<file path="src/rtl/eth_pkg.sv">
// Shared types and entry-layout helpers for the N-channel TX arbiter.
// Entry layout is {user, last, keep, data}, LSB first from data.
package eth_pkg;

    typedef enum logic [1:0] {
        ST_IDLE  = 2'd0,
        ST_XFER  = 2'd1,
        ST_FLUSH = 2'd2
    } txarb_state_t;

    localparam int DATA_LSB = 0;

    function automatic int keep_lsb(int dw);
        return dw;
    endfunction

    function automatic int last_bit(int dw);
        return dw + dw / 8;
    endfunction

    function automatic int user_bit(int dw);
        return dw + dw / 8 + 1;
    endfunction

    // {user, last} of the watchdog terminator; keep and data are zero.
    localparam logic [1:0] TERM_UL = 2'b11;

endpackage

</file>
<file path="src/rtl/eth_rr_pick.sv">
// Combinational round-robin picker: first requester after ptr, wrapping.
// Ids at or above NCH are never produced.
module eth_rr_pick
#(
    parameter int NCH  = 2,
    parameter int ID_W = 1
)(
    input  logic [NCH-1:0]  req,
    input  logic [ID_W-1:0] ptr,
    output logic [ID_W-1:0] grant,
    output logic            found
);

    logic [ID_W-1:0] idx;

    // Scan ptr+1 .. ptr+NCH modulo NCH, keep the first hit.
    always_comb begin
        grant = '0;
        found = 1'b0;
        idx   = '0;
        for (int k = 1; k <= NCH; k++) begin
            idx = ID_W'((int'(ptr) + k) % NCH);
            if (!found && req[idx]) begin
                found = 1'b1;
                grant = idx;
            end
        end
    end

endmodule

</file>
<file path="src/rtl/eth_txarb_n.sv">
// Packet-atomic N-channel round-robin merger with stalled-packet watchdog.
// Define TXARB_STATS_EN to build the per-channel packet counters.
module eth_txarb_n
    import eth_pkg::*;
#(
    parameter int NCH     = 2,
    parameter int DATA_W  = 64,
    parameter int KEEP_W  = DATA_W / 8,
    parameter int ENT_W   = DATA_W + KEEP_W + 2,
    parameter int ID_W    = (NCH > 2) ? $clog2(NCH) : 1,
    parameter int TIMEOUT = 1024
)(
    input  logic                  clk156,
    input  logic                  sys_rst,
    output logic [NCH-1:0]        fifo_rd_en,
    input  logic [NCH*ENT_W-1:0]  fifo_dout,
    input  logic [NCH-1:0]        fifo_empty,
    output logic                  wr_en,
    output logic [ENT_W+ID_W-1:0] din,
    input  logic                  full,
    output logic                  timeout_pulse,
    output logic [NCH*32-1:0]     pkt_cnt
);

    localparam int LAST_B = last_bit(DATA_W);
    localparam int CNT_W  = $clog2(TIMEOUT + 2);

    txarb_state_t    state_q, state_d;
    logic [ID_W-1:0] grant_q, grant_d;
    logic [ID_W-1:0] ptr_q, ptr_d;
    logic [CNT_W-1:0] idle_q, idle_d;

    logic [ENT_W-1:0] ent [NCH];
    logic [ENT_W-1:0] cur_ent;
    logic             cur_empty;
    logic [ID_W-1:0]  pick;
    logic             found;

    for (genvar i = 0; i < NCH; i++) begin : g_ent
        assign ent[i] = fifo_dout[i*ENT_W +: ENT_W];
    end

    assign cur_ent   = ent[grant_q];
    assign cur_empty = fifo_empty[grant_q];

    eth_rr_pick #(.NCH(NCH), .ID_W(ID_W)) u_pick (
        .req   (~fifo_empty),
        .ptr   (ptr_q),
        .grant (pick),
        .found (found)
    );

    // Next-state, grant/pointer update and the combinational beat path.
    always_comb begin
        state_d       = state_q;
        grant_d       = grant_q;
        ptr_d         = ptr_q;
        idle_d        = idle_q;
        fifo_rd_en    = '0;
        wr_en         = 1'b0;
        din           = '0;
        timeout_pulse = 1'b0;
        unique case (state_q)
            ST_IDLE: begin
                if (found) begin
                    grant_d = pick;
                    idle_d  = '0;
                    state_d = ST_XFER;
                end
            end
            ST_XFER: begin
                if (!cur_empty) begin
                    if (!full) begin
                        fifo_rd_en[grant_q] = 1'b1;
                        wr_en  = 1'b1;
                        din    = {grant_q, cur_ent};
                        idle_d = '0;
                        if (cur_ent[LAST_B]) begin
                            ptr_d   = grant_q;
                            state_d = ST_IDLE;
                        end
                    end
                end else if (TIMEOUT != 0 && !full) begin
                    if (idle_q == CNT_W'(TIMEOUT)) begin
                        wr_en = 1'b1;
                        din   = {grant_q, TERM_UL,
                                 {KEEP_W{1'b0}}, {DATA_W{1'b0}}};
                        timeout_pulse = 1'b1;
                        idle_d  = '0;
                        state_d = ST_FLUSH;
                    end else begin
                        idle_d = idle_q + CNT_W'(1);
                    end
                end
            end
            ST_FLUSH: begin
                if (!cur_empty) begin
                    fifo_rd_en[grant_q] = 1'b1;
                    if (cur_ent[LAST_B]) begin
                        ptr_d   = grant_q;
                        state_d = ST_IDLE;
                    end
                end
            end
            default: state_d = ST_IDLE;
        endcase
    end

    // Arbiter state registers; ptr starts at NCH-1 so channel 0 wins first.
    always_ff @(posedge clk156 or posedge sys_rst) begin
        if (sys_rst) begin
            state_q <= ST_IDLE;
            grant_q <= '0;
            ptr_q   <= ID_W'(NCH - 1);
            idle_q  <= '0;
        end else begin
            state_q <= state_d;
            grant_q <= grant_d;
            ptr_q   <= ptr_d;
            idle_q  <= idle_d;
        end
    end

`ifdef TXARB_STATS_EN
    logic [NCH-1:0][31:0] cnt_q, cnt_d;

    // Count every written beat carrying last, terminators included.
    always_comb begin
        cnt_d = cnt_q;
        if (wr_en && din[LAST_B])
            cnt_d[grant_q] = cnt_q[grant_q] + 32'd1;
    end

    // Packet counter registers.
    always_ff @(posedge clk156 or posedge sys_rst) begin
        if (sys_rst)
            cnt_q <= '0;
        else
            cnt_q <= cnt_d;
    end

    assign pkt_cnt = cnt_q;
`else
    assign pkt_cnt = '0;
`endif

endmodule

</file>
<file path="config.mk">
export PLATFORM = sky130hd
export DESIGN_NAME = eth_txarb_n
export DESIGN_NICKNAME = d
export VERILOG_FILES = /design/src/rtl/eth_pkg.sv /design/src/rtl/eth_rr_pick.sv /design/src/rtl/eth_txarb_n.sv
export SDC_FILE = /design/constraint.sdc
export NUM_CORES = 1
export LEC_CHECK = 0
export ABC_AREA = 1
export BUFFER_PORTS_ARGS = -buffer_cell sky130_fd_sc_hd__buf_2
export CAP_MARGIN = 20
export CORE_AREA = 2 2 114 116
export CTS_BUF_LIST = sky130_fd_sc_hd__clkbuf_16
export CTS_CLUSTER_DIAMETER = 30
export DETAILED_ROUTE_END_ITERATION = 7
export DIE_AREA = 0 0 116 118
export PLACE_DENSITY = 0.67
export SETUP_SLACK_MARGIN = 0.02
export SYNTH_ARGS = -nofsm -noshare
export SYNTH_HDL_FRONTEND = slang
export SYNTH_SLANG_ARGS = --single-unit
</file>
<file path="constraint.sdc">
create_clock -name clk156 -period 2.15 [get_ports clk156]
set_input_delay 0.43 -clock clk156 [delete_from_list [all_inputs] [get_ports clk156]]
set_output_delay 0.43 -clock clk156 [all_outputs]
set_load 0.02 [all_outputs]
</file>
Word level (Yosys, flattened, before mapping):

Index checks and enable logic that the tools add are counted.

* muxes and demuxes: 50
* magnitude comparators: 5
* $mul: 0
* bitwise operators: 2
* shift-type cells: 0
* divide/modulo/power cells: 0
* reduce and logical (&&, ||, !) cells: 10
* equality and inequality tests: 8
* add/subtract/negate cells: 3

Operators by type and width (count)
* 75-bit two-way mux: 5
* 74-bit two-way mux: 3
* 11-bit two-way mux: 5
* 1-bit two-way mux: 22
* 11-bit case mux with 2 select lines: 1
* 2-bit two-way mux: 10
* 11-bit by 1-bit adder with 11-bit output, second input constant: 1
* 11-bit equality test, second input constant: 1
* 2-bit != test, second input constant: 4
* 4-bit AND reduction: 2
* 1-bit by 2-bit < comparator with 1-bit output, second input constant: 3
* 2-bit case mux with 3 select lines: 1
* 2-bit case mux with 2 select lines: 1
* 2-bit nonzero test: 2
* 3-bit != test, second input constant: 1
* 3-bit AND reduction: 1
* 1-bit adder, second input constant: 2
* 2-bit by 1-bit equality test with 1-bit output, second input constant: 1
* 2-bit equality test, second input constant: 1
* 2-bit greater-or-equal comparator, second input constant: 1
* 1-bit logical AND: 2
* 2-bit logical NOT: 1
* 1-bit NOT with 2-bit output: 1
* 2-bit NOT: 1
* other kinds (5): 5

* word-level logic and storage cells: 82
* bits in writable memories: 0
* memories kept: 0
* register bits: 15
* input bits: 153
* latch bits: 0
* ROM bits: 0
* output and inout bits: 143

Logic depth before layout (Yosys ltp):

Gate-level depths: netlist (run 1).

* depth after elaboration: 9
* mapped depth: 10
* mapped depth without buffers: 10

Cells and area by module:

A second synthesis (run 1) with hierarchy kept.

* cells, all modules: 473
* area, all modules: 2746.4 µm²

By module, submodules not included
* eth_txarb_n: instances 1, cells an instance 470, area an instance 2731.4 µm²
* eth_rr_pick: instances 1, cells an instance 3, area an instance 15.0 µm²

Least setup slack after synthesis (run 1):

OpenSTA, ideal clock, no wires.

* path kind: reg2out
* start point: reg state_q[1]
* end point: out fifo_rd_en[1]
* arrival: 1.539 ns
* stages on the path, launching flop included: 8
* path slack: 0.181 ns
* path through: dfrtp_1 inv_1 ha_1 nand3_2 inv_2 nand3_4 buf_2 a21oi_1

* longest elaborated chain between the ends: 2
* elaborated cells between the ends (all ways): 3
* those cells by class: eq/ne (2); mux (1)

RTL lines
* from (decl): RTL line eth_txarb_n.sv:28 `txarb_state_t state_q, state_d;`
* from (signal assigned): RTL line eth_txarb_n.sv:117 `state_q <= state_d;`
* 2-bit equality test / 2-bit by 1-bit equality test with 1-bit output (equally long branches): RTL line eth_txarb_n.sv:63 `unique case (state_q)`
* 2-bit case mux with 2 select lines *: RTL line eth_txarb_n.sv:63
* to (decl): RTL line eth_txarb_n.sv:15 `output logic [NCH-1:0] fifo_rd_en,`

Mark *: on every way between the ends. The rest lies on a longest branch, timed or not.

Worst setup path after layout (run 1):

* start point: reg state_q[1]
* end point: out din[63]

* longest elaborated chain between the ends: 2

RTL lines
* 2-bit by 1-bit equality test with 1-bit output: RTL line eth_txarb_n.sv:63
* 75-bit two-way mux: RTL line eth_txarb_n.sv:63
* to (decl): RTL line eth_txarb_n.sv:19 `output logic [ENT_W+ID_W-1:0] din,`

No other way between the ends.

==> results of run 1 <==
[sequential cells by signal (all words and copies together), names as in the netlist]
name,flops
idle_q,11
ptr_q,1
grant_q,1
state_q,2
[cell usage in the layout, fill, tap and decap left out, types with 7 or more instances in the layout]
cell type / netlist / routed
buf_6: 1 / 57
inv_2: 3 / 7
buf_16: 0 / 7
o21ai_2: 0 / 27
o21ai_1: 70 / 14
dfrtp_1: 14 / 13
buf_2: 12 / 162
nand2_1: 45 / 42
clkbuf_16: 0 / 8
buf_4: 74 / 29
nor2_1: 31 / 27
o21ai_4: 0 / 32
conb_1: 1 / 64
inv_1: 97 / 92
nand3_1: 93 / 89
[cells by family (layout without fill, tap and decap cells)]
kind of cell	after synthesis	in the layout	synth area share, %
buf+inv	190	370	37.0
simple gates	176	176	29.4
compound gates	88	88	16.1
flops	15	15	13.7
fa+ha+maj	6	6	2.73
xor+xnor	3	3	0.956
other cells	1	67	0.136
[worst min path at each step]
stage,start,endpoint,slack (ps),cells past startpoint
3_5_place_dp,ptr_q,ptr_q,480,2
6_report,sys_rst,idle_q[10],250,2
4_1_cts,sys_rst,grant_q,270,2
5_1_grt,sys_rst,grant_q,310,2
2_1_floorplan,sys_rst,grant_q,330,1
3_3_place_gp,ptr_q,ptr_q,470,2
[where the power goes]
part | internal [mW] | total, mW | leakage [nW] | switching, mW
Sequential | 0.341 | 0.393 | 0.200 | 0.0519
Combinational | 1.43 | 3.42 | 2.66 | 1.98
Clock | 0.249 | 0.381 | 0.0409 | 0.132
[area by class of cell]
type | instances | area (sq um)
repair buffers | 265 | 2100
well taps | 172 | 215
flip-flops and latches | 15 | 378
diodes | 3 | 7.51
fillers | 1249 | 7090
clock buffers | 3 | 75.1
multi-input cells | 337 | 2160
clock inverters | 1 | 5.00
inverters | 101 | 384
[synth_stat cells, drive strengths merged]
| master | number |
|---|---|
| nor2 | 32 |
| inv | 101 |
| nand3 | 95 |
| buf | 87 |
| dfrtp | 14 |
| xor2 | 2 |
| conb | 1 |
| ha | 6 |
| o21ai | 79 |
| a21oi | 8 |
| a22oi | 1 |
| nand2 | 46 |
| xnor2 | 1 |
| nor3 | 2 |
| dfstp | 1 |
| clkbuf | 2 |
| nand4 | 1 |
[per-stage QoR]
stage / hold slack [ps] / util [%] / cells
finish: 252 / 42.9 / 897
global route: 312 / 42.9 / 897
CTS: 270 / 37.1 / 883
detailed placement: 483 / 30.9 / 866
global placement: 474 / 30.9 / 866
floorplan: 331 / - / 542
[layer usage]
| layer | vias to the layer above | wire length [um] | track usage, % |
|---|---|---|---|
| li1 | 1877 | - | - |
| met1 | 1814 | 5530 | 20.6 |
| met2 | 208 | 7950 | 32.5 |
| met3 | 39 | 1250 | 2.99 |
| met4 | 0 | 452 | 7.81 |
| met5 | - | 0 | 0 |
[repair_timing]
item                                    in CTS  in global routing
gates resized for setup                    135                121
endpoints found under the setup margin      78                 79
buffers inserted                             6                  7
cloned                                       7                  5
hold buffers                                 0                  0
pin swaps                                    3                 10
==> metrics, run 1 <==
number of cells on the critical path=9; I/O Buffers=~230; LEAKAGE=a little under 3 nW; clk_skew=between 3 and 4 ps; reg-to-reg slack, setup=approximately 360 ps; most frequent CP cell=nand3_4; Setup WS post-layout=-55.5 ps; first-pass GRT wire length=19200 um; global-route usage over all layers=a little under a fifth; Cells after Synth=between 400 and 500; Synth cell types=26; VDD IR max=between 0.3 and 0.4 mV; critical path's largest stage delay=roughly 400 ps; worst slew pin tran=between 600 and 700 ps; CP arrival=roughly 1800 ps; wire length per cell=approximately 17 um; CTS tree=built; Place WS=-61.9 ps; CP Launch Type=flop; Slew HR=approximately three fifths; final net count=between 800 and 900; Critical Path, Cell by Cell=inv_2 > ha_4 > nand3_4 > inv_4 > nand3_4 > buf_12 > clkbuf_16 > o21ai_4 > buf_6; post-layout instance area=5330 sq um; layout cells sized above 1=about half; register area share after synthesis=a little over an eighth; vias in the first global route=roughly 3600; row count=a little over 40; global route total overflow=0; period utilization=103%; area leader, netlist=buf_4; Power Density=roughly 800 nW/um^2; critical path's top delay family=buffers and inverters; Worst Path Buf+Inv=5; worst-case reg-to-reg path depth=10; Residual DRC=0; Slew Limit Fails=0; post-synthesis cell area=approximately 2700 sq um; GPL Wtd Cong=0.869; via/cell ratio=between 4 and 5; Critical Path Sink=din[63]; Vias=3938; initial antenna violation count=4; Routed WL=about 15000 um; clk root buf=clkbuf_16; crit path from=state_q[1]; Hold/Removal Path Class=input port to asynchronous set/reset pin; worst flop-to-flop path endpoint=idle_q[8]; Die Ht=118 um; Placement Cell Area=3840 sq um; violated checks=negative setup slack; Max Cap Viol=0; status=complete, but fails checks; worst r2r src=state_q[1]; cell type of the slowest stage on the worst timing path=dfrtp_1; RSZ-0062 raised after global routing=true; CTS HTree Levels=1; drt first pass iters=5; Clock Pin Slew Worst Setup and Hold Paths=around 50 ps; DRT iter0 DRCs=around 360; DIE AREA=between 10000 and 15000 sq um; Synthesis Warnings=0; DP Wirelength=9380 um; Antenna Nets Post-Route=0; Worst EP required=between 1500 and 2000 ps; Area Growth Syn to Fin=93.9%; fin crit period=approximately 2200 ps; CP Max Fanout=7; Crit. End Element=primary output; Clock Latency Late Sink=250 ps; final setup violation count=49; CTS buffer count=3; Highest Clock Rate=453 MHz; Ports=296; Synth area leaders=buf_4 20%, nand3_1 17%, inv_1 13%; Avg Synthesized Cell Area=5.74 sq um; core box area=12400 sq um; Die X-Extent=116 um; top cell type's share of synthesized area=roughly 20%; post-synthesis register bit count=15; critical path class=flop to primary output; clock net sink count=15; Initial Util=22.1%; Hold Vio Cnt, Final=0; Tot Pwr=around 4.2 mW; largest net degree at the start of global routing=31; clk buf depth=2; Final TNS setup=-1340 ps
No activity file was read; power rests on OpenSTA's default activity.
==> inputs of run 2 (changes only) <==
SYNTH_HIERARCHICAL = 1   (was unset)
==> run 2 against run 1 <==
Effect of this change:
- the run now ends clean
- final cell count decreased by 1.9%
- utilization shrank 1.3 points
- via count down 4.0%
- power down 7.0%
- sequential power about the same
- routed wire length is 18% lower
- register-to-register slack lost 30 ps
- clock power decreased by 5%
- highest routed layer unchanged
==> metrics, run 2 <==
fillers=1287 (+3.0%); Worst EP required=1720 ps (about the same); Vias=3782 (-4.0%); critical path class=flop to primary output; CTS HTree Levels=1 (unchanged); worst-case reg-to-reg path depth=11 (+1); post-synthesis register bit count=15 (unchanged); Initial Util=22.1% (about the same); worst flop-to-flop path endpoint=idle_q[2]; CP Launch Type=flop; Slew HR=60.3% (+1.1 points); Die Ht=118 um (unchanged); final net count=866 (-1.8%); Avg Synthesized Cell Area=5.81 sq um (+1.2%); Hold Vio Cnt, Final=0 (unchanged); most common cell after layout, fill and taps aside=buf_2; cts hold-fix bufs=0 (unchanged); DP Wirelength=8650 um (-7.8%); status=finished clean; clock power share=9.3% (+0.2 points); final setup violation count=0 (-100%); Slew Limit Fails=0 (unchanged); Biggest register=idle_q; row count=41 (unchanged); clk root buf=clkbuf_16; Power Internal=1.91 mW (-5.6%); Clock Latency Late Sink=240 ps (about the same); most frequent cells in the layout=155 x buf_2, 96 x inv_1, 77 x nand3_1; RSZ-0062 raised after global routing=true; Crit. End Element=primary output; worst r2r src=state_q[0]; Ports=296 (unchanged); LEAKAGE=2.81 nW (-3.0%); dpl cells=861 (-0.58%); final non-filler cell total=880 (-1.9%); VDD IR max=0.414 mV (+13%); Final TNS setup=0 ps (+1340 ps); highest metal used=met4; Synth area leaders=buf_4 21%, nand3_1 16%, inv_1 13%; CP Max Fanout=7 (unchanged); Die X-Extent=116 um (unchanged); Power Density=754 nW/um^2 (-4.0%); Main synth FF type=dfrtp_1; Fin Hold WS=245 ps (-7.49 ps); initial antenna violation count=3 (-1); register area share after synthesis=13.7% (about the same); worst slew pin tran=594 ps (-17.2 ps); Residual DRC=0 (unchanged); Comb pwr share=80.6% (-0.9 points); area leader, netlist=buf_4; GPL Wtd Cong=0.915 (+5.3%); Highest Clock Rate=468 MHz (+3.2%); crit path from=state_q[1]; NetSw=1.99 mW (-8.4%); CTS tree=built; biggest registers after layout=idle_q (11), state_q (2); max reg flops=11 (unchanged); Post-synth EDFFs=0 (unchanged); first-pass GRT wire length=16700 um (-13%); drt first pass iters=7 (+2); Area Growth Syn to Fin=88.0%; largest net degree at the start of global routing=42 (+35%); fin crit period=2140 ps (-69.4 ps); Met1 Routed Length=4740 um (-14%); via/cell ratio=4.30 (-2.1%); CTS buffer count=3 (unchanged); count leader, synth=inv_1; FFs w/ async S/R, synth=100% (unchanged); layout cells sized above 1=50.7% (+0.85 points); reg-to-reg slack, setup=330 ps (-30 ps); DIE AREA=13700 sq um (unchanged); Routed WL=12500 um (-18%); Post-synth top cells=97 x inv_1, 89 x nand3_1, 76 x buf_4; global-route usage over all layers=14.9% (-3.1 points); global route total overflow=0 (unchanged); Max Cap Viol=0 (unchanged); Hold/Removal Path Class=input port to asynchronous set/reset pin; post-synthesis cell area=2750 sq um (about the same); Cells after Synth=473 (-1.3%); Synth cell types=29 (+12%); clock net sink count=15 (unchanged); Core Util, Final=41.6% (-1.3 points); Sequential Power Share=10.1% (+0.7 points); Synthesis Warnings=6 (+6); clk_skew=1.12 ps (-2.28 ps); met2 wire length=6570 um (-17%); Clock Pin Slew Worst Setup and Hold Paths=50 ps (about the same); clk buf depth=2 (unchanged); wire length per cell=14.2 um (-16%); top cell type's share of synthesized area=20.8% (+0.56 points); met3 wire length=902 um (-28%); DRT iter0 DRCs=283 (-22%); core box area=12400 sq um (unchanged); CP arrival=1710 ps (-70 ps); period utilization=99.4% (-3.2 points); Tot Pwr=3.90 mW (-7.0%); switching share of power=51.0% (-0.74 points); vias in the first global route=3419 (-5.2%); I/O Buffers=231 (unchanged); Antenna Nets Post-Route=0 (unchanged)
==> run 2: cell types whose count changed in the layout (fill, tap and decap cells not counted), sizes merged, moves of 3 or more <==
cell    previous run  this run
nand2             46        42
nand3             95        91
buf              259       253
clkbuf             8         5
==> run 2: per-layer routing <==
metal  vias to the layer above  GRT usage, %
li1                       1826             -
met1                      1754          18.3
met2                       178          27.5
met3                        24          1.75
met4                         0          3.42
met5                         -             0
==> run 2: how the worst max path moves through the flow <==
stage,end,cells after the start
global placement,din[10],8
floorplan,din[43],7
global route,din[24],9
detailed placement,din[56],8
finish,din[51],9
CTS,din[73],9
==> run 2: cells by family (layout without fill, tap and decap cells) <==
| group | after synthesis | after routing | share of synthesized area [%] |
|---|---|---|---|
| buffers and inverters | 189 | 359 | 37.0 |
| adders and majority gates | 6 | 6 | 2.73 |
| xor gates and xnor gates | 4 | 4 | 1.28 |
| and+or+nand+nor | 170 | 170 | 28.8 |
| DFF | 15 | 15 | 13.7 |
| other | 1 | 66 | 0.137 |
| AOI/OAI and AO/OA | 88 | 88 | 16.3 |
==> run 2: layout make-up <==
cell class	instances	area, sq um	area share [%]
Antenna cell	2	5.00	0.0969
Clock buffer	3	75.1	1.45
Clock inverter	1	5.00	0.0969
Inverter	100	380	7.37
Multi-Input combinational cell	332	2100	40.8
Sequential cell	15	378	7.32
Tap cell	172	215	4.17
Timing Repair Buffer	255	2000	38.7
==> run 2: metrics by stage <==
stage               setup slack, ps  cell area, sq um
finish                         13.9              5160
global route                  -41.7              5160
CTS                            1.99              4320
detailed placement              125              3870
global placement                176              3870
floorplan                      62.8              2980
==> run 2: timing repair <==
item                                    in CTS  in global routing
pin swaps                                    0                  3
cloned                                       4                  2
endpoints found under the setup margin      77                 80
resized for setup                           75                199
setup buffers                                7                  0
==> run 2: worst max-delay path, stage by stage, from the launching register on <==
cell     delay, ps
dfrtp_1        380
inv_2           80
ha_4           140
nand3_4         80
inv_4           80
nand3_4         90
buf_6          160
buf_16         160
o21ai_2        150
buf_6          140
==> run 2: power groups by stage <==
stage,registers [mW],clock network [mW],logic (mW)
detailed placement,0.401,0,2.15
global placement,0.398,0,2.14
CTS,0.395,0.369,2.55
finish,0.395,0.362,3.14
floorplan,0.374,0,1.58
global route,0.402,0.382,3.39
